[src/rtl/rv_enc_pkg.sv]
// rv_enc_pkg: shared widths, format enum, opcode map and FIFO entry type for rv_encoder.
package rv_enc_pkg;
    localparam int INSTRSZ = 32;
    localparam int REGBITS = 5;
    localparam int IMMW    = 32;
    localparam int CNTW    = 32;

    typedef enum logic [2:0] {
        FMT_R = 3'd0,
        FMT_I = 3'd1,
        FMT_S = 3'd2,
        FMT_B = 3'd3,
        FMT_U = 3'd4,
        FMT_J = 3'd5
    } enc_fmt_t;

    localparam logic [6:0] OP_R      = 7'b0110011;
    localparam logic [6:0] OP_RW     = 7'b0111011;
    localparam logic [6:0] OP_IMM    = 7'b0010011;
    localparam logic [6:0] OP_IMMW   = 7'b0011011;
    localparam logic [6:0] OP_LOAD   = 7'b0000011;
    localparam logic [6:0] OP_JALR   = 7'b1100111;
    localparam logic [6:0] OP_STORE  = 7'b0100011;
    localparam logic [6:0] OP_BRANCH = 7'b1100011;
    localparam logic [6:0] OP_LUI    = 7'b0110111;
    localparam logic [6:0] OP_AUIPC  = 7'b0010111;
    localparam logic [6:0] OP_JAL    = 7'b1101111;

    typedef struct packed {
        logic [INSTRSZ-1:0] instr;
        logic               illegal;
    } enc_entry_t;
endpackage

[src/rtl/rv_encoder_if.sv]
// rv_encoder_if: field-set input stream, encoded-word output stream and statistics counters.
interface rv_encoder_if;
    import rv_enc_pkg::*;
    logic               in_valid;
    logic               in_ready;
    logic [2:0]         in_fmt;
    logic [6:0]         in_opcode;
    logic [2:0]         in_funct3;
    logic [6:0]         in_funct7;
    logic [REGBITS-1:0] in_rs1;
    logic [REGBITS-1:0] in_rs2;
    logic [REGBITS-1:0] in_rd;
    logic [IMMW-1:0]    in_imm;
    logic               out_valid;
    logic               out_ready;
    logic [INSTRSZ-1:0] out_instr;
    logic               out_illegal;
    logic [CNTW-1:0]    enc_count;
    logic [CNTW-1:0]    err_count;

    modport master (
        output in_valid, in_fmt, in_opcode, in_funct3, in_funct7, in_rs1, in_rs2, in_rd, in_imm, out_ready,
        input  in_ready, out_valid, out_instr, out_illegal, enc_count, err_count
    );
    modport slave (
        input  in_valid, in_fmt, in_opcode, in_funct3, in_funct7, in_rs1, in_rs2, in_rd, in_imm, out_ready,
        output in_ready, out_valid, out_instr, out_illegal, enc_count, err_count
    );
endinterface

[src/rtl/rv_enc_fifo2.sv]
// rv_enc_fifo2: 2-entry valid/ready FIFO; the head register keeps its last value when the FIFO drains.
module rv_enc_fifo2 import rv_enc_pkg::*; (
    input  logic       clk,
    input  logic       reset_n,
    input  logic       i_push_valid,
    output logic       o_push_ready,
    input  enc_entry_t i_data,
    output logic       o_pop_valid,
    input  logic       i_pop_ready,
    output enc_entry_t o_data
);
    logic [1:0] r_cnt;
    enc_entry_t r_head;
    enc_entry_t r_tail;
    logic       w_push;
    logic       w_pop;

    assign o_push_ready = (r_cnt != 2'd2);
    assign o_pop_valid  = (r_cnt != 2'd0);
    assign o_data       = r_head;
    assign w_push       = i_push_valid && o_push_ready;
    assign w_pop        = o_pop_valid && i_pop_ready;

    always_ff @(posedge clk) begin
        if (!reset_n) begin
            r_cnt  <= 2'd0;
            r_head <= '0;
            r_tail <= '0;
        end else begin
            r_cnt <= r_cnt + 2'(w_push) - 2'(w_pop);
            if (w_push && (r_cnt == 2'd0 || (r_cnt == 2'd1 && w_pop)))
                r_head <= i_data;
            else if (w_pop && r_cnt == 2'd2)
                r_head <= r_tail;
            if (w_push && r_cnt == 2'd1 && !w_pop)
                r_tail <= i_data;
        end
    end
endmodule

[src/rtl/rv_encoder.sv]
// rv_encoder: packs decoded RV64IM fields into 32-bit words with legality checking.
// Define RV_ENC_MEXT_EN to accept funct7=0000001 (MUL/DIV/REM) on OP/OP-32.
module rv_encoder import rv_enc_pkg::*; (
    input logic         clk,
    input logic         reset_n,
    rv_encoder_if.slave bus
);
`ifdef RV_ENC_MEXT_EN
    localparam bit MEXT = 1'b1;
`else
    localparam bit MEXT = 1'b0;
`endif

    enc_fmt_t                  w_fmt;
    logic [6:0]                w_op;
    logic [2:0]                w_f3;
    logic [6:0]                w_f7;
    logic [REGBITS-1:0]        w_rs1;
    logic [REGBITS-1:0]        w_rs2;
    logic [REGBITS-1:0]        w_rd;
    logic signed [IMMW-1:0]    w_imm;
    logic                      w_shift;
    logic                      w_ok;
    logic [INSTRSZ-1:0]        w_raw;
    logic                      w_accept;
    enc_entry_t                w_entry;
    enc_entry_t                w_head;
    logic [CNTW-1:0]           r_enc_count;
    logic [CNTW-1:0]           r_err_count;

    assign w_fmt = enc_fmt_t'(bus.in_fmt);
    assign w_op  = bus.in_opcode;
    assign w_f3  = bus.in_funct3;
    assign w_f7  = bus.in_funct7;
    assign w_rs1 = bus.in_rs1;
    assign w_rs2 = bus.in_rs2;
    assign w_rd  = bus.in_rd;
    assign w_imm = $signed(bus.in_imm);
    assign w_shift = (w_op == OP_IMM || w_op == OP_IMMW) && (w_f3 == 3'b001 || w_f3 == 3'b101);

    always_comb begin
        w_raw = '0;
        w_ok  = 1'b0;
        case (w_fmt)
            FMT_R: begin
                w_raw = {w_f7, w_rs2, w_rs1, w_f3, w_rd, w_op};
                w_ok  = (w_op == OP_R || w_op == OP_RW) &&
                        (w_f7 == 7'b0000000 || w_f7 == 7'b0100000 || (w_f7 == 7'b0000001 && MEXT));
            end
            FMT_I: begin
                // Shift-immediates carry funct7[6:1] above a 6-bit shamt instead of a 12-bit immediate.
                w_raw = w_shift ? {w_f7[6:1], w_imm[5:0], w_rs1, w_f3, w_rd, w_op}
                                : {w_imm[11:0], w_rs1, w_f3, w_rd, w_op};
                w_ok  = (w_op == OP_IMM || w_op == OP_IMMW || w_op == OP_LOAD || w_op == OP_JALR) &&
                        (w_shift ? (w_imm >= 32'sd0 && w_imm <= (w_op == OP_IMM ? 32'sd63 : 32'sd31) &&
                                    (w_f7[6:1] == 6'b000000 || w_f7[6:1] == 6'b010000))
                                 : (w_imm >= -32'sd2048 && w_imm <= 32'sd2047));
            end
            FMT_S: begin
                w_raw = {w_imm[11:5], w_rs2, w_rs1, w_f3, w_imm[4:0], w_op};
                w_ok  = w_op == OP_STORE && w_imm >= -32'sd2048 && w_imm <= 32'sd2047;
            end
            FMT_B: begin
                w_raw = {w_imm[12], w_imm[10:5], w_rs2, w_rs1, w_f3, w_imm[4:1], w_imm[11], w_op};
                w_ok  = w_op == OP_BRANCH && w_imm >= -32'sd4096 && w_imm <= 32'sd4094 && !w_imm[0];
            end
            FMT_U: begin
                w_raw = {w_imm[31:12], w_rd, w_op};
                w_ok  = (w_op == OP_LUI || w_op == OP_AUIPC) && w_imm[11:0] == 12'd0;
            end
            FMT_J: begin
                w_raw = {w_imm[20], w_imm[10:1], w_imm[11], w_imm[19:12], w_rd, w_op};
                w_ok  = w_op == OP_JAL && w_imm >= -32'sd1048576 && w_imm <= 32'sd1048574 && !w_imm[0];
            end
            default: begin
                w_raw = '0;
                w_ok  = 1'b0;
            end
        endcase
    end

    assign w_entry  = '{instr: (w_ok ? w_raw : '0), illegal: !w_ok};
    assign w_accept = bus.in_valid && bus.in_ready;

    rv_enc_fifo2 u_fifo (
        .clk          (clk),
        .reset_n      (reset_n),
        .i_push_valid (bus.in_valid),
        .o_push_ready (bus.in_ready),
        .i_data       (w_entry),
        .o_pop_valid  (bus.out_valid),
        .i_pop_ready  (bus.out_ready),
        .o_data       (w_head)
    );

    assign bus.out_instr   = w_head.instr;
    assign bus.out_illegal = w_head.illegal;
    assign bus.enc_count   = r_enc_count;
    assign bus.err_count   = r_err_count;

    always_ff @(posedge clk) begin
        if (!reset_n) begin
            r_enc_count <= '0;
            r_err_count <= '0;
        end else if (w_accept) begin
            if (w_ok)
                r_enc_count <= r_enc_count + CNTW'(1);
            else
                r_err_count <= r_err_count + CNTW'(1);
        end
    end
endmodule

[src/flat_wrapper.sv]
// flat-port wrapper written by rule: the top's interface ports become plain ports
module rv_encoder_flat import rv_enc_pkg::*;
  (clk, reset_n, bus_in_valid, bus_in_fmt, bus_in_opcode, bus_in_funct3, bus_in_funct7, bus_in_rs1, bus_in_rs2, bus_in_rd, bus_in_imm, bus_out_ready, bus_in_ready, bus_out_valid, bus_out_instr, bus_out_illegal, bus_enc_count, bus_err_count);
  rv_encoder_if bus_i ();
  input logic clk;
  input logic reset_n;
  input wire logic [$bits(bus_i.in_valid)-1:0] bus_in_valid;
  input wire logic [$bits(bus_i.in_fmt)-1:0] bus_in_fmt;
  input wire logic [$bits(bus_i.in_opcode)-1:0] bus_in_opcode;
  input wire logic [$bits(bus_i.in_funct3)-1:0] bus_in_funct3;
  input wire logic [$bits(bus_i.in_funct7)-1:0] bus_in_funct7;
  input wire logic [$bits(bus_i.in_rs1)-1:0] bus_in_rs1;
  input wire logic [$bits(bus_i.in_rs2)-1:0] bus_in_rs2;
  input wire logic [$bits(bus_i.in_rd)-1:0] bus_in_rd;
  input wire logic [$bits(bus_i.in_imm)-1:0] bus_in_imm;
  input wire logic [$bits(bus_i.out_ready)-1:0] bus_out_ready;
  output wire logic [$bits(bus_i.in_ready)-1:0] bus_in_ready;
  output wire logic [$bits(bus_i.out_valid)-1:0] bus_out_valid;
  output wire logic [$bits(bus_i.out_instr)-1:0] bus_out_instr;
  output wire logic [$bits(bus_i.out_illegal)-1:0] bus_out_illegal;
  output wire logic [$bits(bus_i.enc_count)-1:0] bus_enc_count;
  output wire logic [$bits(bus_i.err_count)-1:0] bus_err_count;
  assign bus_i.in_valid = bus_in_valid;
  assign bus_i.in_fmt = bus_in_fmt;
  assign bus_i.in_opcode = bus_in_opcode;
  assign bus_i.in_funct3 = bus_in_funct3;
  assign bus_i.in_funct7 = bus_in_funct7;
  assign bus_i.in_rs1 = bus_in_rs1;
  assign bus_i.in_rs2 = bus_in_rs2;
  assign bus_i.in_rd = bus_in_rd;
  assign bus_i.in_imm = bus_in_imm;
  assign bus_i.out_ready = bus_out_ready;
  assign bus_in_ready = bus_i.in_ready;
  assign bus_out_valid = bus_i.out_valid;
  assign bus_out_instr = bus_i.out_instr;
  assign bus_out_illegal = bus_i.out_illegal;
  assign bus_enc_count = bus_i.enc_count;
  assign bus_err_count = bus_i.err_count;
  rv_encoder u_core (.clk(clk), .reset_n(reset_n), .bus(bus_i));
endmodule
[config.mk]
export PLATFORM = sky130hd
export DESIGN_NAME = rv_encoder_flat
export DESIGN_NICKNAME = d
export VERILOG_FILES = /design/src/rtl/rv_enc_pkg.sv /design/src/rtl/rv_encoder_if.sv /design/src/rtl/rv_enc_fifo2.sv /design/src/rtl/rv_encoder.sv /design/src/flat_wrapper.sv
export SDC_FILE = /design/constraint.sdc
export NUM_CORES = 1
export LEC_CHECK = 0
export CORE_MARGIN = 5
export CORE_UTILIZATION = 45
export DETAILED_ROUTE_END_ITERATION = 10
export PLACE_DENSITY = 0.86
export SYNTH_ARGS = -nofsm -noshare
export SYNTH_HDL_FRONTEND = slang
export SYNTH_SLANG_ARGS = --single-unit
[constraint.sdc]
create_clock -name clk -period 4.1 [get_ports clk]
set_input_delay 1.23 -clock clk [delete_from_list [all_inputs] [get_ports clk]]
set_output_delay 1.23 -clock clk [all_outputs]
set_load 0.05 [all_outputs]
==> out/qor.json <==
{
  "synth-warning-count": {"value": 0},
  "timing.clock.skew": {"value": 5.212, "unit": "ps"},
  "detail_route.first_pass.iterations": {"value": 5},
  "area.sequential": {"value": 0.002643, "unit": "mm²"},
  "routed-via-count": {"value": 7750},
  "grt_pass1_wl": {"value": 35500, "unit": "µm"},
  "max_freq": {"value": 248.4, "unit": "MHz"},
  "max-vdd-ir-drop": {"value": 0.2947, "unit": "mV"},
  "ys_types": {"value": 57},
  "die-width": {"value": 134.0, "unit": "µm"},
  "post_route_cells_drive_above_1_share": {"value": 10.39, "unit": "%"},
  "yosys-top-cells-area": {"value": "sky130_fd_sc_hd__dfxtp_1 (38%), sky130_fd_sc_hd__a21oi_1 (6.5%), sky130_fd_sc_hd__nand2_1 (5.0%)"},
  "clock_latency": {"value": 420, "unit": "ps"},
  "die_area": {"value": 0.01797, "unit": "mm²"},
  "multi_input_comb_area": {"value": 0.003979, "unit": "mm²"},
  "placed_cells_incl_taps": {"value": 1203},
  "portion_of_total_power_attributed_to_sequential_cells": {"value": 37.9, "unit": "%"},
  "number_of_antenna_violations_at_the_first_check_in_global_routing": {"value": 1},
  "htreeDepth": {"value": 4},
  "area_growth_syn_to_layout": {"value": 40.41, "unit": "%"},
  "timing_worst_slew_pin_value": {"value": 1063, "unit": "ps"},
  "whs_path_depth": {"value": 2},
  "synth-edff-count": {"value": 0},
  "p_switching": {"value": 953.2, "unit": "µW"},
  "final_hold_viol_count": {"value": 0},
  "num_antenna_cells": {"value": 0},
  "commonest_non_fill_non_tap_cells_in_the_layout": {"value": "sky130_fd_sc_hd__clkdlybuf4s50_1 (165), sky130_fd_sc_hd__dfxtp_1 (132), sky130_fd_sc_hd__nand2_1 (93)"},
  "drv_slew": {"value": 0},
  "slew_headroom": {"value": 29.11, "unit": "%"},
  "hold_path_class": {"value": "flip-flop to flip-flop"},
  "dominantRegCellSynth": {"value": "sky130_fd_sc_hd__dfxtp_1"},
  "synth_fp_nets": {"value": 943},
  "worst_ep_arrival_time": {"value": 4280, "unit": "ps"},
  "timing.setup.critical_path_class": {"value": "input port to flip-flop"},
  "post_layout_nonfiller_instances": {"value": 1237},
  "root_buffer": {"value": "sky130_fd_sc_hd__clkbuf_16"},
  "critical_path.max_fanout": {"value": 20},
  "io_pins": {"value": 170},
  "gr-total-overflow": {"value": 0},
  "globalRouteTotalUtil": {"value": 23.90, "unit": "%"},
  "max_cap_viol_count": {"value": 0},
  "endpoint_kind": {"value": "flip-flop"},
  "timing.hold.ws": {"value": 454.1, "unit": "ps"},
  "critical_path_data_required_time": {"value": 4350, "unit": "ps"},
  "cts-root-to-sink-buffers": {"value": 2},
  "synth_sequential_area_ratio": {"value": 38.17, "unit": "%"},
  "dr.first_iter.drc_count": {"value": 693},
  "asyncSetResetFlopFracSynth": {"value": 0, "unit": "%"},
  "postRouteAntennaNets": {"value": 0},
  "drt-vias-per-instance": {"value": 6.265},
  "post_synth_inst_count": {"value": 867},
  "port_buffers": {"value": 169},
  "maximum_number_of_pins_on_one_net_before_global_route_repair": {"value": 60},
  "route.detailed.wl_per_inst": {"value": 18.19, "unit": "µm"},
  "cts_stage_hold_buffer_count": {"value": 0},
  "wire_length_after_detailed_routing": {"value": 22500, "unit": "µm"},
  "intPower": {"value": 2.531, "unit": "mW"},
  "final.min_clock_period": {"value": 4026, "unit": "ps"},
  "switching_share_of_power": {"value": 27.36, "unit": "%"},
  "synth.ff_latch_count": {"value": 132},
  "numCtsBuffers": {"value": 17},
  "synth.top_cell.area_share": {"value": 38.17, "unit": "%"},
  "via_count_of_the_first_global_routing_pass": {"value": 7332},
  "pwr-share-comb": {"value": 16.0, "unit": "%"},
  "drc": {"value": 0},
  "layout.cells.most_common": {"value": "sky130_fd_sc_hd__clkdlybuf4s50_1"},
  "floorplan.core_area": {"value": 0.01515, "unit": "mm²"},
  "clock_power_share": {"value": 46.2, "unit": "%"},
  "post-route-period-util": {"value": 98.20, "unit": "%"},
  "synth.cell_area": {"value": 0.006923, "unit": "mm²"},
  "dieHeight": {"value": 134.0, "unit": "µm"},
  "finalWeightedCongestion": {"value": 0.9500},
  "fillCellCount": {"value": 1236},
  "nNetsFinal": {"value": 1112},
  "row_count": {"value": 45},
  "total_half_perimeter_wirelength_after_legalization_and_detailed_placement": {"value": 15480, "unit": "µm"},
  "start_kind": {"value": "input port"},
  "timing.reg2reg.worst_path_depth": {"value": 6},
  "path_clk_slew": {"value": 60, "unit": "ps"},
  "power_leakage": {"value": 3.207, "unit": "nW"},
  "post_synth.cell_area_avg": {"value": 7.985, "unit": "µm²"},
  "status": {"value": "finished clean"},
  "tritoncts_num_sinks": {"value": 132},
  "synthDominantAreaCellType": {"value": "sky130_fd_sc_hd__dfxtp_1"},
  "power_per_cell_area": {"value": 358.4, "unit": "mW/mm²"},
  "tritoncts": {"value": "built"},
  "setup_viol_count_final": {"value": 0},
  "initial_cell_density_of_the_core": {"value": 45.71, "unit": "%"}
}
==> sequential cells by signal, summed over array words and instances, names as in the netlist <==
signal                flops
u_core.u_fifo.r_cnt       2
u_core.bus.enc_count     32
u_core.u_fifo.r_tail     33
u_core.u_fifo.o_data     33
u_core.bus.err_count     32
==> final cells by class <==
class	instances	area share (%)
well taps	188	2.420
clock inverters	14	1.905
inverters	26	1.004
multi-input cells	641	40.93
repair buffers	218	22.04
clock buffers	18	4.518
flip-flops and latches	132	27.18
==> power groups by stage <==
stage	sequential, mW	combinational [mW]	clock (mW)
CTS	1.32	0.547	1.62
floorplan	1.36	0.282	0
global placement	1.35	0.533	0
global route	1.32	0.590	1.68
finish	1.32	0.556	1.61
detailed placement	1.35	0.544	0
==> Yosys cell counts (all sizes together) (2+ instances only) <==
library cell  count
a22o             26
a22oi            18
buf              11
mux2i            13
a21oi            90
a31oi             2
nor3b             6
o41ai             6
or2               4
and4             12
nand2            93
clkbuf           57
nand4            32
o311ai            4
nor3             10
or4              39
inv              26
nor2b             7
mux2              2
and2              6
o21a              3
dfxtp           132
nand3b            2
or3              28
a222oi            5
o211ai            2
o31ai            40
o31a              3
a31o              6
and3              7
ha                5
nand4b            7
o21ai            45
nor2             35
nor4             16
nand3            44
nand2b            9
and3b             2
==> metal layers <==
layer / vias to the layer above / routed length (µm) / GRT usage [%]
met3: 59 / 1849 / 5.439
met1: 3641 / 9271 / 29.82
met2: 400 / 10600 / 39.30
met4: 2 / 757 / 11.20
met5: - / 13 / 0
li1: 3648 / - / -
==> final timing paths <==
check / startpoint / slack [ps] / end
hold / removal: u_core.u_fifo.r_tail[10] / 450 / u_core.u_fifo.r_tail[10]
hold reg to reg: u_core.u_fifo.r_tail[10] / 450 / u_core.u_fifo.r_tail[10]
setup / recovery: bus_in_opcode[4] / 70 / u_core.bus.err_count[19]
setup reg to reg: u_core.bus.err_count[4] / 1320 / u_core.bus.err_count[22]
==> kinds of logic after synthesis <==
logic type / Yosys count / synth area share [%]
xor+xnor: 2 / 0.2531
mux: 15 / 2.205
fa+ha+maj: 5 / 0.9037
flops: 132 / 38.17
compound gates: 258 / 24.20
buf+inv: 94 / 5.205
simple gates: 361 / 29.06
==> timing repair <==
action | 4_1_cts | 5_1_grt
gates resized for setup | 0 | 13
setup buffers | 0 | 1
setup endpoints to repair | 0 | 23
==> critical path: stages <==
cell and delay, ps:
sky130_fd_sc_hd__clkdlybuf4s50_1 510, sky130_fd_sc_hd__nor3b_4 220, sky130_fd_sc_hd__and2_4 170, sky130_fd_sc_hd__nand2_1 70
sky130_fd_sc_hd__ha_2 180, sky130_fd_sc_hd__or4b_1 530, sky130_fd_sc_hd__a32oi_2 200, sky130_fd_sc_hd__nor3_2 70
sky130_fd_sc_hd__nand2_1 90, sky130_fd_sc_hd__nand4_1 160, sky130_fd_sc_hd__buf_4 210, sky130_fd_sc_hd__clkbuf_16 180
sky130_fd_sc_hd__buf_4 160, sky130_fd_sc_hd__o31ai_2 210, sky130_fd_sc_hd__a21oi_1 90
==> per-stage QoR <==
stage | setup WS, ps | TNS [ps] | utilization [%] | area [µm²] | power (mW)
finish | 73.62 | 0 | 64.18 | 9721 | 3.484
global route | -58.36 | -178.2 | 64.18 | 9721 | 3.590
CTS | 104.0 | 0 | 63.55 | 9625 | 3.487
detailed placement | -299.0 | -11750 | 59.43 | 9001 | 1.891
global placement | -178.1 | -3509 | 59.43 | 9001 | 1.879
floorplan | 125.7 | 0 | - | 6923 | 1.646
Power figures use the tool's default switching activity.
